File: config.mk
export PLATFORM = sky130hd
export DESIGN_NAME = result_stage_flat
export DESIGN_NICKNAME = d
export VERILOG_FILES = /design/src/rtl/result_stage_if.sv /design/src/rtl/result_stage.sv /design/src/flat_wrapper.sv
export SDC_FILE = /design/constraint.sdc
export NUM_CORES = 1
export LEC_CHECK = 0
export BUFFER_PORTS_ARGS = -buffer_cell sky130_fd_sc_hd__buf_4
export CAP_MARGIN = 20
export CORE_AREA = 10 10 129 131
export CTS_CLUSTER_DIAMETER = 200
export CTS_CLUSTER_SIZE = 40
export DETAILED_ROUTE_END_ITERATION = 10
export DIE_AREA = 0 0 139 141
export GPL_TIMING_DRIVEN = 1
export SETUP_SLACK_MARGIN = 0.02
export SLEW_MARGIN = 20
export SYNTH_ARGS = -nofsm -noshare
export SYNTH_HDL_FRONTEND = slang
export SYNTH_SLANG_ARGS = --single-unit
File: constraint.sdc
create_clock -name i_clk -period 4.2 [get_ports i_clk]
set_clock_uncertainty 0.2 [all_clocks]
set_input_delay 0.42 -clock i_clk [delete_from_list [all_inputs] [get_ports i_clk]]
set_output_delay 0.42 -clock i_clk [all_outputs]
set_load 0.1 [all_outputs]
File: src/rtl/result_stage_if.sv
// Handshake bundle between the bit-set unit, the result stage and its consumer.
// The result stage takes the slave side; the producer/consumer pair takes the master side.
interface result_stage_if #(
  parameter int BITS = 32
);
  logic            i_valid;
  logic [BITS-1:0] i_result;
  logic            i_error;
  logic            o_ready;
  logic            o_valid;
  logic [BITS-1:0] o_result;
  logic [3:0]      o_status;
  logic            i_ready;
  logic [7:0]      o_err_cnt;

  modport slave (
    input  i_valid, i_result, i_error, i_ready,
    output o_ready, o_valid, o_result, o_status, o_err_cnt
  );

  modport master (
    output i_valid, i_result, i_error, i_ready,
    input  o_ready, o_valid, o_result, o_status, o_err_cnt
  );
endinterface

File: src/rtl/result_stage.sv
// Two-entry output buffer for bit-set results: flags are computed once at push time
// and held per entry, and accepted error beats are counted with saturation.
module result_stage #(
  parameter int BITS  = 32,
  parameter int DEPTH = 2
) (
  input logic           i_clk,
  input logic           i_rst,
  result_stage_if.slave bus
);
  localparam int PW = (DEPTH > 1) ? $clog2(DEPTH) : 1;
  localparam int CW = $clog2(DEPTH + 1);

  logic [BITS-1:0] mem_result [DEPTH];
  logic [3:0]      mem_status [DEPTH];
  logic [PW-1:0]   wr_ptr;
  logic [PW-1:0]   rd_ptr;
  logic [CW-1:0]   occ;
  logic [CW-1:0]   occ_nxt;
  logic            ready_q;
  logic [7:0]      err_cnt;
  logic            push;
  logic            pop;
  logic            is_zero;
  logic            is_onehot;
  logic [BITS-1:0] push_result;
  logic [3:0]      push_status;

  assign push = bus.i_valid & ready_q;
  assign pop  = (occ != '0) & bus.i_ready;

  always_comb begin
    is_zero   = (bus.i_result == '0);
    is_onehot = !is_zero && ((bus.i_result & (bus.i_result - BITS'(1))) == '0);
    if (bus.i_error) begin
      push_result = '0;
      push_status = 4'b0001;
    end else begin
      push_result = bus.i_result;
      push_status = {is_onehot, bus.i_result[BITS-1], is_zero, 1'b0};
    end
  end

  always_comb begin
    occ_nxt = occ;
    case ({push, pop})
      2'b10:   occ_nxt = occ + CW'(1);
      2'b01:   occ_nxt = occ - CW'(1);
      default: occ_nxt = occ;
    endcase
  end

  // ready is registered from next occupancy so downstream i_ready never reaches o_ready
  always_ff @(posedge i_clk or posedge i_rst) begin
    if (i_rst) begin
      occ     <= '0;
      wr_ptr  <= '0;
      rd_ptr  <= '0;
      ready_q <= 1'b0;
      err_cnt <= '0;
      for (int i = 0; i < DEPTH; i++) begin
        mem_result[i] <= '0;
        mem_status[i] <= '0;
      end
    end else begin
      occ     <= occ_nxt;
      ready_q <= (occ_nxt < CW'(DEPTH));
      if (push) begin
        mem_result[wr_ptr] <= push_result;
        mem_status[wr_ptr] <= push_status;
        wr_ptr             <= wr_ptr + PW'(1);
        if (bus.i_error && err_cnt != 8'hFF) begin
          err_cnt <= err_cnt + 8'd1;
        end
      end
      if (pop) begin
        rd_ptr <= rd_ptr + PW'(1);
      end
    end
  end

  assign bus.o_ready   = ready_q;
  assign bus.o_valid   = (occ != '0);
  assign bus.o_result  = (occ != '0) ? mem_result[rd_ptr] : '0;
  assign bus.o_status  = (occ != '0) ? mem_status[rd_ptr] : '0;
  assign bus.o_err_cnt = err_cnt;
endmodule
File: src/flat_wrapper.sv
// flat-port wrapper written by rule: the top's interface ports become plain ports
module result_stage_flat 
#(
  parameter int BITS  = 32,
  parameter int DEPTH = 2
)
  (i_clk, i_rst, bus_i_valid, bus_i_result, bus_i_error, bus_i_ready, bus_o_ready, bus_o_valid, bus_o_result, bus_o_status, bus_o_err_cnt);
  result_stage_if #(.BITS(BITS)) bus_i ();
  input logic i_clk;
  input logic i_rst;
  input wire logic [$bits(bus_i.i_valid)-1:0] bus_i_valid;
  input wire logic [$bits(bus_i.i_result)-1:0] bus_i_result;
  input wire logic [$bits(bus_i.i_error)-1:0] bus_i_error;
  input wire logic [$bits(bus_i.i_ready)-1:0] bus_i_ready;
  output wire logic [$bits(bus_i.o_ready)-1:0] bus_o_ready;
  output wire logic [$bits(bus_i.o_valid)-1:0] bus_o_valid;
  output wire logic [$bits(bus_i.o_result)-1:0] bus_o_result;
  output wire logic [$bits(bus_i.o_status)-1:0] bus_o_status;
  output wire logic [$bits(bus_i.o_err_cnt)-1:0] bus_o_err_cnt;
  assign bus_i.i_valid = bus_i_valid;
  assign bus_i.i_result = bus_i_result;
  assign bus_i.i_error = bus_i_error;
  assign bus_i.i_ready = bus_i_ready;
  assign bus_o_ready = bus_i.o_ready;
  assign bus_o_valid = bus_i.o_valid;
  assign bus_o_result = bus_i.o_result;
  assign bus_o_status = bus_i.o_status;
  assign bus_o_err_cnt = bus_i.o_err_cnt;
  result_stage #(.BITS(BITS), .DEPTH(DEPTH)) u_core (.i_clk(i_clk), .i_rst(i_rst), .bus(bus_i));
endmodule
; Word level (Yosys, flattened, before mapping)
; Cells that the tools add are included.
; W data, S select, Z words.
[classes]
add_sub_neg = 6
order_cmp = 4
eq_ne = 3
muxes = 17
bitwise_logic = 5
n_reduce_logical = 8
[ops]
columns = operator, n
row1 = $mux W32, 6
row2 = $bwmux W64, 1
row3 = $logic_not A32 Y1, 2
row4 = $and A32 B32 Y32, 1
row5 = $demux W32 S1, 1
row6 = $sub A32 B1 Y32 const B, 1
row7 = $mux W4, 6
row8 = $add A8 B1 Y8 const B, 1
row9 = $bwmux W8, 1
row10 = $ne A8 B8 Y1 const B, 1
row11 = $demux W4 S1, 1
row12 = $ge A2 B2 Y1 const B, 2
row13 = $not A1 Y2, 2
row14 = $pmux W2 S2, 1
row15 = $logic_and A1 B1 Y1, 3
row16 = $add A1 B1 Y1 const B, 2
row17 = $add A2 B1 Y2 const B, 1
row18 = $and A1 B1 Y1, 2
row19 = $eq A2 B1 Y1 const B, 1
row20 = $eq A2 B2 Y1 const B, 1
row21 = $lt A2 B1 Y1 const B, 1
row22 = $lt A2 B2 Y1 const B, 1
row23 = $reduce_and A2 Y1, 1
row24 = $reduce_bool A2 Y1, 1
row25 = other kinds (2), 2
[totals]
regBits = 85
inputBits = 37
output_inout_bits = 46
word_cells = 52

; Depth between registers and ports, before layout
[logic_depth]
depth_word = 6
ltp_mapped = 8

; Worst setup path before layout
; No wires, ideal clock.
[synth_path]
path_kind = register -> output
from = register u_core.rd_ptr
to = output bus_o_status[2]
arrival_ns = 2.552
required_time_ns = 3.580
setup_slack_ns = 1.028
path_stages_with_launch = 5
cell_sequence = dfrtp_1 clkbuf_1 mux2i_1 nor2_1 buf_4
[synth_between]
elab_chain_len = 5
[synth_rtl]
columns = element, line
row1 = start: declaration, result_stage.sv:17  ; logic [PW-1:0] rd_ptr;
row2 = start signal: assignment, result_stage.sv:77  ; rd_ptr <= rd_ptr + PW'(1);
row3 = $not A1 Y2 (not written as such), result_stage.sv:85  ; assign bus.o_status = (occ != '0) ? mem_status[rd_ptr] : '0;
row4 = $mux W4 (not written as such) (3 in series), result_stage.sv:85
row5 = $mux W4, result_stage.sv:85
row6 = end: declaration, flat_wrapper.sv:18  ; output wire logic [$bits(bus_i.o_status)-1:0] bus_o_status;
; Every way passes these cells. The select of a mux whose other input is x is not followed.

; Worst setup path in the final report
[layout_path]
from = input bus_i_result[10]
to = register u_core.mem_status[7] (netlist bit)
[layout_between]
elab_chain_len = 6
word_cells_on_any_way = 8
classes_between = add/sub: 1 / mux: 2 / bitwise: 1 / reduce/logical: 4
[layout_rtl]
columns = element, line
row1 = start: declaration, flat_wrapper.sv:12  ; input wire logic [$bits(bus_i.i_result)-1:0] bus_i_result;
row2 = $sub A32 B1 Y32, result_stage.sv:34  ; is_onehot = !is_zero && ((bus.i_result & (bus.i_result - BITS'(1))) == '0);
row3 = $and A32 B32 Y32, result_stage.sv:34
row4 = $logic_not A32 Y1, result_stage.sv:34
row5 = $logic_and A1 B1 Y1 *, result_stage.sv:34
row6 = $mux W4 *, result_stage.sv:35  ; if (bus.i_error) begin
row7 = $bwmux W8 *, result_stage.sv:70  ; mem_status[wr_ptr] <= push_status;
row8 = end signal: indexed assignment, result_stage.sv:70
row9 = end: declaration, result_stage.sv:15  ; logic [3:0] mem_status [DEPTH];
; Mark *: on every way between the ends. The rest lies on a longest branch, timed or not.
; A chain may end at the register's enable or synchronous reset.

==> results.cfg <==
[setup_path]
worst_setup_path_end_kind = flop
worst_ep_required_time_ns = 4.24
ff2ff_setup_slack_ns = 1.67
cp_cell_sequence = buf_4, nor4_1, nand4b_1, or4_1, a2111oi_2, a22oi_1, o31ai_1
startpoint = bus_i_result[10]
start_kind = input port
path_class = input port to flop
cp_max_fo = 12
cp.arrival_ns = 2.89
critPathSlowestCell = or4_1
critPathBufInv = 1
slowest_delay_ns = 0.63
reg2reg_from = u_core.occ[0]
cpLargestDelayFamily = simple AND/OR/NAND/NOR gates

[synth]
yosysTopAreaCellShare = 0.501
synth_edf_count = 0
synth.most_common_cell = nand2_1
yosysWarnings = 0
syn-num-nets = 504
synthAdderAreaFrac = 0.00846
netlist_instances = 465
yosys-top-cells-count = 113 x nand2_1, 83 x dfrtp_1, 72 x o21ai_0
synth_area_um2 = 4140
ys_seq_area_frac = 0.501
yosys_most_used_dff = dfrtp_1
syn_area_per_cell_um2 = 8.91
synth_compound_area_frac = 0.127
ys_seq_elements = 83
ys_async_sr_fraction = 1.00
synth_area_leader_cell = dfrtp_1
yosysUniqueCellTypes = 43
synth_xor_area_frac = 0.0254
synth_mux_area_frac = 0.0846
synth_top_family_by_area = simple AND/OR/NAND/NOR gates
synth_area_leaders = dfrtp_1 50%, nand2_1 10%, o21ai_0 8.7%
synth-simple-area-share = 0.217

[final_layout]
fillers = 1470
finalNetCount = 574
syn2layout_area_growth_pct = 26.9
n_antenna_cell = 0
layout-drive-gt1-share = 0.215
fin_util = 0.370

[floorplanning]
fp.dieArea_um2 = 19600
ios = 83
core_um2 = 14200
rows = 44
die_x_um = 139
die_height_um = 141
initial_core_util = 0.292

[timing]
setup_tns_ns = 0
fin_crit_sh = 0.680
worst_slack_ns = 1.34
finalSetupViolCount = 0
tightest_slew_ns = 1.08
period_needed_ns = 2.86
rsz0062_at_grt = no
drv_slew = 0
timing.hold.ws_ns = -0.00564
clock.fmax_ghz = 0.350
final-hold-violation-count = 2
maxSlewHeadroom = 0.277

[hold_path]
hold_path.class = input port to async pin

[clock_tree]
cts.clk_slew.worst_paths_ns = 0.06
cts_htree_levels = 3
insertion_delay_ns = 0.33
cts_tree = built
cts_made_buffers = 9
clockBufferDepth = 2
clock_sinks = 83
cts_setup_buffers = 0
root_buffer = clkbuf_16
hold_buffers = 0
cts-resized-gates = 0

[routing]
wl_um = 11500
dr.first_iter.drc_count = 169
dr.pass1.iters = 4
wl_met3_um = 554
drtAntennaViolNets = 0
wl_met2_um = 5430
topRoutingLayerUsed = met4
vias_per_cell = 4.86
route.vias.total = 3519
drc = 0
wl_per_cell_um = 15.9
m1WireLength_um = 5260

[placement]
gp_congestion = 0.813
post-place-ws_ns = 0.998
portBuffers = 82
dp_hpwl_um = 8430

[grt]
grt_usage = 0.117
grt_antenna_before_repair = 0
overflow = 0
grt_pass1_vias = 3702
grt_max_degree = 72
grt_pass1_wl_um = 19200

[status]
status = complete, but fails checks
violations = negative hold slack

[run]
maxCapViolCount = 0
==> cells by family after synthesis <==
family,after synthesis
buffers and inverters,38
XOR/XNOR,12
flip-flops,83
AO/OA/AOI/OAI,93
multiplexers,35
adder cells (fa/ha/maj),3
AND/OR/NAND/NOR,201
==> through the flow <==
step / instance area (um^2) / instances
after floorplan: 4140 / 465
after detailed placement: 4930 / 708
after global placement: 4930 / 708
after CTS: 5260 / 724
final: 5260 / 724
after global routing: 5260 / 724
==> registers in the layout, indices dropped and copies added, names as in the netlist <==
register and flops:
u_core.bus.o_err_cnt 8, u_core.bus.o_ready 1, u_core.mem_result 62, u_core.mem_status 8, u_core.occ 2, u_core.rd_ptr 1, u_core.wr_ptr 1
==> placed cells by master, fill, tap and decap left out, drive strengths merged, types with 2 or more instances in the layout <==
master / n
or2: 4
o22ai: 3
ha: 2
clkbuf: 12
a2111oi: 3
xor2: 3
xnor2: 9
nor2: 47
inv: 9
mux2i: 35
o21ai: 72
nor4: 9
buf: 87
nand2: 113
nand4: 5
dfrtp: 83
or4: 6
nand3: 5
clkinv: 2
bufinv: 2
o31ai: 4
a21oi: 3
nor3: 6
==> routing by layer <==
layer,GRT usage,up-vias
li1,-,1729
met1,0.146,1684
met2,0.195,85
met3,0.0262,21
met4,0.0417,0
met5,0,-
==> path summary, 6_finish.rpt <==
path	end	cells after the start
max	u_core.mem_status[7]	7
min	u_core.bus.o_err_cnt[0]	2
max reg2reg	u_core.bus.o_ready	7
min reg2reg	u_core.mem_result[49]	2
max in group asynchronous	u_core.rd_ptr	3
min in group i_clk	u_core.mem_result[26]	3
==> worst reg2reg max path: cells and delay by family, from the launching register on <==
kind / cells / cell delay (ns)
XOR/XNOR: 1 / 0.21
adder cells (fa/ha/maj): 1 / 0.32
buffers and inverters: 2 / 0.19
AND/OR/NAND/NOR: 3 / 1.07
flip-flops: 1 / 0.42
==> layout make-up <==
type                            count  area (um^2)  share of cell area
Sequential cell                    83         2080               0.395
Clock inverter                      4         72.6              0.0138
Tap cell                          184          230              0.0438
Timing Repair Buffer               87          653               0.124
Multi-Input combinational cell    344         1930               0.367
Clock buffer                       12          256              0.0488
Inverter                           10         40.0             0.00761
Power is left out: the tool's default activity adds up to more than one toggle a clock period on the data nets, which glitch-free logic cannot reach.
